### src/rtl/mpu_pkg.sv
// Shared MPU constants and the store-unit state type.
// Imported by the store path and its index counter.
package mpu_pkg;

  localparam int FP              = 32;
  localparam int M               = 4;
  localparam int N               = 4;
  localparam int MBITS           = $clog2(M);
  localparam int NBITS           = $clog2(N);
  localparam int MATRIX_REG_SIZE = 3;

  typedef enum logic [1:0] {
    ST_IDLE,
    ST_FETCH,
    ST_STREAM,
    ST_DONE
  } store_state_t;

endpackage

### src/rtl/mpu_matrix_index.sv
// Row-major (row, col) walker over an m x n matrix.
// Shared between the MPU load and store paths.
module mpu_matrix_index
  import mpu_pkg::*;
#(
  parameter int ROW_W = MBITS,
  parameter int COL_W = NBITS
) (
  input  logic             clk,
  input  logic             rst,
  input  logic             clear,
  input  logic             advance,
  input  logic [ROW_W:0]   m,
  input  logic [COL_W:0]   n,
  output logic [ROW_W-1:0] row,
  output logic [COL_W-1:0] col,
  output logic             last
);

  logic row_end;
  logic col_end;

  assign row_end = ({1'b0, row} == (m - 1'b1));
  assign col_end = ({1'b0, col} == (n - 1'b1));
  assign last    = row_end && col_end;

  // Column wraps at n-1 and carries into the row.
  always_ff @(posedge clk or posedge rst) begin
    if (rst) begin
      row <= '0;
      col <= '0;
    end else if (clear) begin
      row <= '0;
      col <= '0;
    end else if (advance) begin
      if (col_end) begin
        col <= '0;
        row <= row + 1'b1;
      end else begin
        col <= col + 1'b1;
      end
    end
  end

endmodule

### src/rtl/mpu_store.sv
// Snapshots one MPU register and streams its m x n elements row-major
// over a valid/ready handshake, ending with an ack or error pulse.
module mpu_store
  import mpu_pkg::*;
(
  input  logic                       clk,
  input  logic                       rst,
  input  logic                       en,
  input  logic [MATRIX_REG_SIZE-1:0] store_addr,
  output logic [MATRIX_REG_SIZE-1:0] reg_store_addr,
  input  logic [FP*M*N-1:0]          matrix_in,
  input  logic [MBITS:0]             reg_m,
  input  logic [NBITS:0]             reg_n,
  output logic [FP-1:0]              element_out,
  output logic                       valid,
  input  logic                       ready,
  output logic [MBITS:0]             matrix_m_size,
  output logic [NBITS:0]             matrix_n_size,
  output logic                       busy,
  output logic                       ack,
  output logic                       error
);

  localparam int IDX_W = $clog2(M * N);
  localparam logic [MBITS:0] M_MAX = (MBITS + 1)'(M);
  localparam logic [NBITS:0] N_MAX = (NBITS + 1)'(N);

  store_state_t state, next_state;

  logic [FP*M*N-1:0] snapshot;
  logic              err_q;
  logic              illegal;
  logic              clear;
  logic              advance;
  logic              last;
  logic [MBITS-1:0]  row;
  logic [NBITS-1:0]  col;
  logic [IDX_W-1:0]  flat_idx;

  assign illegal = (reg_m == '0) || (reg_n == '0) || (reg_m > M_MAX) || (reg_n > N_MAX);

  mpu_matrix_index #(
    .ROW_W (MBITS),
    .COL_W (NBITS)
  ) u_index (
    .clk     (clk),
    .rst     (rst),
    .clear   (clear),
    .advance (advance),
    .m       (matrix_m_size),
    .n       (matrix_n_size),
    .row     (row),
    .col     (col),
    .last    (last)
  );

  always_ff @(posedge clk or posedge rst) begin
    if (rst) begin
      state <= ST_IDLE;
    end else begin
      state <= next_state;
    end
  end

  always_comb begin
    next_state = state;
    clear      = 1'b0;
    advance    = 1'b0;
    unique case (state)
      ST_IDLE: begin
        if (en) next_state = ST_FETCH;
      end
      ST_FETCH: begin
        clear      = 1'b1;
        next_state = illegal ? ST_DONE : ST_STREAM;
      end
      ST_STREAM: begin
        if (ready) begin
          advance = 1'b1;
          if (last) next_state = ST_DONE;
        end
      end
      ST_DONE: begin
        next_state = ST_IDLE;
      end
      default: next_state = ST_IDLE;
    endcase
  end

  // Address latches on start; sizes and the error verdict latch in fetch.
  always_ff @(posedge clk or posedge rst) begin
    if (rst) begin
      reg_store_addr <= '0;
      matrix_m_size  <= '0;
      matrix_n_size  <= '0;
      err_q          <= 1'b0;
    end else begin
      if (state == ST_IDLE && en) begin
        reg_store_addr <= store_addr;
      end
      if (state == ST_FETCH) begin
        matrix_m_size <= reg_m;
        matrix_n_size <= reg_n;
        err_q         <= illegal;
      end
    end
  end

  // Data contents need no reset; they are only observed while streaming.
  always_ff @(posedge clk) begin
    if (state == ST_FETCH) begin
      snapshot <= matrix_in;
    end
  end

  assign flat_idx    = IDX_W'(row) * IDX_W'(N) + IDX_W'(col);
  assign valid       = (state == ST_STREAM);
  assign busy        = (state != ST_IDLE);
  assign ack         = (state == ST_DONE) && !err_q;
  assign error       = (state == ST_DONE) && err_q;
  assign element_out = valid ? snapshot[32'(flat_idx) * FP +: FP] : '0;

endmodule

### config.mk
export PLATFORM = sky130hd
export DESIGN_NAME = mpu_store
export DESIGN_NICKNAME = d
export VERILOG_FILES = /design/src/rtl/mpu_pkg.sv /design/src/rtl/mpu_matrix_index.sv /design/src/rtl/mpu_store.sv
export SDC_FILE = /design/constraint.sdc
export NUM_CORES = 1
export LEC_CHECK = 0
export BUFFER_PORTS_ARGS = -buffer_cell sky130_fd_sc_hd__buf_2
export CAP_MARGIN = 5
export CORE_AREA = 2 2 225 227
export CTS_CLUSTER_DIAMETER = 100
export DETAILED_ROUTE_END_ITERATION = 10
export DIE_AREA = 0 0 227 229
export GPL_TIMING_DRIVEN = 1
export PLACE_DENSITY = 0.63
export SYNTH_ARGS = -nofsm -noshare
export SYNTH_HDL_FRONTEND = slang
export SYNTH_HIERARCHICAL = 1
export SYNTH_SLANG_ARGS = --single-unit
### constraint.sdc
create_clock -name clk -period 16.7 [get_ports clk]
set_clock_uncertainty 0.05 [all_clocks]
set_input_delay 2.505 -clock clk [delete_from_list [all_inputs] [get_ports clk]]
set_output_delay 2.505 -clock clk [all_outputs]
set_load 0.02 [all_outputs]
==> results of run 1 <==
-- flip-flops by register name (all words and copies together) (netlist names) --
signal and count:
reg_store_addr 3, matrix_m_size 3, state 2, snapshot 512, matrix_n_size 3, u_index/row 2
u_index/col 2, err_q 1
-- per-stage QoR --
stage / setup slack, ns / instances / hold WS, ns / power, µW
after floorplan: 3.32 / 1128 / 0.458 / 3260
after global placement: 10.36 / 2324 / 0.437 / 3340
after CTS: 9.67 / 2432 / 0.460 / 4650
after detailed placement: 10.35 / 2324 / 0.446 / 3380
after global routing: 9.48 / 2447 / 0.484 / 4830
final: 9.68 / 2454 / 0.461 / 4610
-- metal layers --
metal	part of all wire, %	global-route usage, %	wire length, µm	vias up
met2	49	35.7	28400	509
li1	-	-	-	5714
met1	41	28.7	23400	6157
met4	2.2	7.35	1260	16
met5	0.15	0	89	-
met3	8.0	5.47	4610	99
-- cell families after synthesis --
group,Yosys count,synth area share (%)
DFF,528,75.9
muxes,257,13.1
AOI/OAI and AO/OA,170,6.08
and+or+nand+nor,83,1.67
buffers and inverters,74,2.45
xor gates and xnor gates,9,0.379
adders and majority gates,7,0.422
-- cells in the final DEF (no fill, tap or decap), types with 3 or more instances in the layout --
master,netlist,routed
o22ai_1,13,13
clkinv_2,0,11
nand2_1,62,61
edfxtp_1,512,512
buf_4,11,16
mux2_2,9,9
mux4_2,10,10
xnor2_1,3,3
nor2_1,6,6
nor4_1,3,3
o22ai_2,10,10
nor2b_1,5,3
inv_1,13,13
clkinv_1,0,16
ha_1,7,6
o21ai_0,22,22
diode_2,0,22
a221oi_1,10,10
clkbuf_16,0,59
buf_2,4,569
clkbuf_1,28,11
bufinv_16,0,7
mux2i_1,236,236
a22oi_1,108,108
xor2_1,6,6
dfrtp_1,16,15
-- layout make-up --
cell class              instances  area share, %
multi-input cells             526           17.4
inverters                      13          0.187
diodes                         22          0.211
clock buffers                  70           5.82
clock inverters                38           1.37
flip-flops and latches        528           60.5
well taps                     672           3.22
repair buffers                585           11.4
-- where the power goes --
group | internal (µW) | switching (µW)
clock network | 751 | 513
registers | 2050 | 141
logic | 371 | 780
-- path summary, 6_finish.rpt --
| check | start | end | slack, ns | cells past startpoint |
|---|---|---|---|---|
| worst min-delay path | reg_store_addr[2]$_DFFE_PP0P_ | reg_store_addr[2]$_DFFE_PP0P_ | 0.46 | 1 |
| worst max-delay path | u_index/col[0]$_DFFE_PP0P_ | element_out[10] | 9.68 | 7 |
| min in group asynchronous | rst | u_index/col[0]$_DFFE_PP0P_ | 1.77 | 2 |
| max in group asynchronous | rst | matrix_n_size[1]$_DFFE_PP0P_ | 14.39 | 2 |
| worst max register to register | state[1]$_DFFE_PP0P_ | snapshot[333]$_DFFE_PP_ | 12.30 | 5 |
| worst min register to register | reg_store_addr[2]$_DFFE_PP0P_ | reg_store_addr[2]$_DFFE_PP0P_ | 0.46 | 1 |
==> impl_metrics.toml, run 1 <==
[layout]
layout_cell_share_with_drive_strength_beyond_1_pct = 39.9
final_core_utilization_pct = 52.5
fillCellCount = 4183
sequential_standard_cell_area_mm2 = 0.0158
syn2layout_area_growth_pct = 25.6
multi_input_logic_area_mm2 = 0.00453
final_cell_area_mm2 = 0.0261
post_layout_nets = 2243

[global_route]
grt_max_degree = 94
grt_antenna_before_repair = 29
gr-usage-all-layers_pct = 21.9
global_route.overflow_total = 0
number_of_global_route_vias_before_repair = 13000
grt_first_pass_wirelength_um = 82300

[floorplan]
core_region_area_mm2 = 0.0497
rows = 82
die_area_mm2 = 0.0520
die-width_um = 227
start_util_pct = 41.8
floorplan.die.height_um = 229
io_pins = 570

[synth]
ys.warnings.count = 6
synth_flop_cell = "edfxtp_1"
synth_largest_type_area_fraction_pct = 74.0
ys_top_cells_by_count = "edfxtp_1, mux2i_1, a22oi_1"
synth.ff_latch_count = 528
async_flop_share_pct = 3.03
syn_area_per_cell_um2 = 18.4
synth_edf_count = 512
synth_cell_type_count = 36
synth_most_common_cell = "edfxtp_1"
synth_seq_area_share_pct = 75.9
mappedNetlistNets = 1660
post_synth_inst_count = 1128
synth_area_leader_cell = "edfxtp_1"
synthTopCellsByArea = "edfxtp_1, mux2i_1, a22oi_1, dfrtp_1, nand2_1"
synthesis.area_mm2 = 0.0208

[routing]
route.antenna.remaining_nets = 0
initialDrtViolationCount = 951
drc = 0
detail_route.wl_per_cell_um = 23.6
drt-pass1-iter-count = 7
detail_route.vias_per_cell = 5.09
dr_total_vias = 12500
route.final.wire_length_um = 57800

[placement]
place_hpwl_um = 40300
numPortBuffers = 569
finalWeightedCongestion = 0.831
dpl_cell_area_mm2 = 0.0242

[sta]
finalSetupViolations = 0
final.setup.tns_ns = 0
final.period_utilization_pct = 42.0
final_period_minus_worst_setup_slack_ns = 7.02
timing.final.hold_violations = 0
max_slew.worst_pin.slew_ns = 1.17
final_max_tran_viols = 0
slew_headroom_pct = 22.2
grt_setup_unrepaired = "no"
achievable-frequency_ghz = 0.142

[critical_path]
critPathMaxFanout = 62
critical_path_required_ns = 14.15
crit_arrival_ns = 4.47
worst_setup_path_start_kind = "flip-flop"
cp_num_buf_inv = 3
critPathMaxStageDelay_ns = 0.92
worst_path_max_delay_cell = "buf_4"
worstSetupPathType = "reg2out"
crit_path_end_kind = "primary output"
path_delay_family = "buffers and inverters"
crit_path_frequent_cell = "buf_4"
cp_cell_instances = "buf_4 > buf_4 > mux2i_1 > a22oi_1 > nand2_1 > o22ai_1 > buf_2"

[clock_network]
post_cts.resized_instances = 0
htreeDepth = 2
clock_tree_from_tritoncts = "built"
ctsLongestPathBuffers = 3
worst_setup_hold_path_clk_slew_ns = 0.06
cts-hold-fix-buffers = 0
num_cts_buffers = 57
clkLatencyLatePin_ns = 0.59
number_of_sinks_driven_by_the_clock_tree = 528
cts_root_buf = "clkbuf_16"
postCtsSetupRepairBufs = 0

[pwr]
vdd_ir_drop_max_mv = 0.113
power_leakage_uw = 0.00977
power-per-cell-area_mw_per_mm2 = 177

[flow_run]
drv_cap = 0

[run_status]
status = "finished clean"

[worst_hold_path]
min-delay-path-class = "reg2reg"
No activity file was read; power rests on OpenSTA's default activity.
==> inputs of run 2 (changes only) <==
- ABC_AREA: default -> 1
- CORE_AREA: 2 2 225 227 -> default
- CORE_MARGIN: default -> 2
- CORE_UTILIZATION: default -> 45
- DIE_AREA: 0 0 227 229 -> default
- PLACE_DENSITY: 0.63 -> 0.66
- clock period: 16.7 -> 6.82 ns (I/O delays scaled with it)
==> impl_metrics.toml, run 2 <==
[global_route]
gr-usage-all-layers_pct = 27.3
grt_antenna_before_repair = 34
grt_max_degree = 194
number_of_global_route_vias_before_repair = 16900
global_route.overflow_total = 0
grt_first_pass_wirelength_um = 104000

[run_status]
status = "finished clean"

[critical_path]
cp_cell_instances = "buf_4 > nand2_1 > nand2_1 > nand2_1 > nand3_1 > nand3_1 > a21oi_1 > buf_2"
worst_r2r_path_depth = 3
crit_path_frequent_cell = "nand2_1"
critPathMaxFanout = 92
crit-reg2reg-launch = "state[1]$_DFFE_PP0P_"
crit_arrival_ns = 4.02
crit_path_end_kind = "primary output"
critPathMaxStageDelay_ns = 1.05
critical_path_required_ns = 5.75
worst_path_max_delay_cell = "dfrtp_4"
worstSetupPathType = "reg2out"
worst_setup_path_start_kind = "flip-flop"
reg2reg_setup_slack_ns = 4.06
r2r_end = "snapshot[470]$_DFFE_PP_"

[routing]
drc = 0
drt-pass1-iter-count = 5
detail_route.vias_per_cell = 5.06
detail_route.wl_per_cell_um = 21.4
dr_total_vias = 17100
initialDrtViolationCount = 1823
route.final.wire_length_um = 72200
route.antenna.remaining_nets = 0

[synth]
ys_top_cells_by_count = "nand2_1, edfxtp_1, nand3_1"
mappedNetlistNets = 2636
syn_area_per_cell_um2 = 10.7
post_synth_inst_count = 2104
synth_cell_type_count = 25
synth_largest_type_area_fraction_pct = 68.0
synth_area_leader_cell = "edfxtp_1"
synth_edf_count = 512
synthTopCellsByArea = "edfxtp_1, nand2_1, nand3_1, inv_1, dfrtp_1"
synth_seq_area_share_pct = 69.8
synth_most_common_cell = "nand2_1"
ys.warnings.count = 6
synth_flop_cell = "edfxtp_1"
synth.ff_latch_count = 528
async_flop_share_pct = 3.03
synthesis.area_mm2 = 0.0226

[sta]
finalSetupViolations = 0
final.period_utilization_pct = 74.7
timing.final.hold_violations = 0
final_period_minus_worst_setup_slack_ns = 5.09
final.setup.tns_ns = 0
achievable-frequency_ghz = 0.196
grt_setup_unrepaired = "no"
final_max_tran_viols = 0
slew_headroom_pct = 21.5
max_slew.worst_pin.slew_ns = 1.18

[clock_network]
worst_setup_hold_path_clk_slew_ns = 0.06
cts_root_buf = "clkbuf_16"
htreeDepth = 2
ctsLongestPathBuffers = 3
cts-hold-fix-buffers = 0
clkLatencyLatePin_ns = 0.60
postCtsSetupRepairBufs = 0
post_cts.resized_instances = 0
num_cts_buffers = 55
clock_tree_from_tritoncts = "built"
number_of_sinks_driven_by_the_clock_tree = 528

[pwr]
vdd_ir_drop_max_mv = 0.287
power-per-cell-area_mw_per_mm2 = 463
power_leakage_uw = 0.0126
finalPower_uw = 12900

[floorplan]
floorplan.die.height_um = 228
rows = 82
die-width_um = 228
core_region_area_mm2 = 0.0499
die_area_mm2 = 0.0521
start_util_pct = 45.3
io_pins = 570

[flow_run]
drv_cap = 0

[layout]
largest_register = "snapshot"
mostFrequentLayoutCells = "nand2_1, buf_2, edfxtp_1, nand3_1, inv_1"
post_layout_nets = 3169
layout_commonest_cell = "nand2_1"
syn2layout_area_growth_pct = 22.7
layout_cell_share_with_drive_strength_beyond_1_pct = 25.8
max_reg_flops = 512

[worst_hold_path]
min-delay-path-class = "in2async"

[placement]
finalWeightedCongestion = 0.929
place_hpwl_um = 50400
numPortBuffers = 569
run 2: worst max-delay path: cells and delay by family, from the launching register on:
kind | cells | cell delay [ns]
simple gates | 5 | 0.88
flops | 1 | 1.05
compound gates | 1 | 0.32
buf+inv | 2 | 1.08
run 2: final cells by class:
cell class | instances | area [µm²]
fillers | 4332 | 22100
flip-flops and latches | 528 | 15800
multi-input cells | 1188 | 5120
repair buffers | 585 | 2990
clock buffers | 75 | 1520
inverters | 279 | 1060
well taps | 672 | 841
clock inverters | 27 | 364
diodes | 27 | 67.6
run 2: power breakdown:
part,leakage (µW),switching [µW],total (µW),internal (µW)
logic,0.00665,3160,4330,1170
registers,0.00501,491,5410,4920
clock network,0.000902,1260,3130,1870
total,0.0126,4910,12900,7950
run 2: how the worst max path moves through the flow:
stage,from,cells past startpoint,slack (ns),endpoint
after CTS,u_index/col[0]$_DFFE_PP0P_,9,1.64,element_out[17]
after detailed placement,u_index/col[0]$_DFFE_PP0P_,9,2.30,element_out[17]
after floorplan,state[1]$_DFFE_PP0P_,7,1.59,u_index/col[1]$_DFFE_PP0P_
after global routing,u_index/col[0]$_DFFE_PP0P_,9,1.51,element_out[17]
final,u_index/col[0]$_DFFE_PP0P_,8,1.73,element_out[13]
after global placement,u_index/col[0]$_DFFE_PP0P_,9,2.34,element_out[17]
run 2: kinds of logic (layout without fill, tap and decap cells):
| kind of cell | after synthesis | in the layout | synth area share (%) |
|---|---|---|---|
| XOR/XNOR | 7 | 7 | 0.271 |
| multiplexers | 9 | 9 | 0.448 |
| buffers and inverters | 388 | 966 | 7.65 |
| AND/OR/NAND/NOR | 1126 | 1126 | 20.6 |
| flip-flops | 528 | 528 | 69.8 |
| AO/OA/AOI/OAI | 39 | 39 | 0.863 |
| other | 0 | 27 | 0 |
| adder cells (fa/ha/maj) | 7 | 7 | 0.387 |
run 2: stage by stage:
stage	utilization, %	worst slack, ns	hold WS [ns]	std cells	instance area (µm²)
floorplan	-	1.59	0.461	2104	22600
global placement	51.7	2.34	0.439	3252	25800
detailed placement	51.7	2.30	0.444	3252	25800
CTS	55.5	1.64	0.274	3354	27700
global route	55.6	1.51	0.287	3373	27700
finish	55.7	1.73	0.298	3381	27800
run 2: routing by layer:
metal / GRT usage (%) / up-vias / routed length (µm)
met5: 0 / - / 46
met4: 12.0 / 6 / 2700
met3: 6.25 / 125 / 6090
met2: 44.8 / 822 / 35200
met1: 34.8 / 8166 / 28200
li1: - / 7991 / -
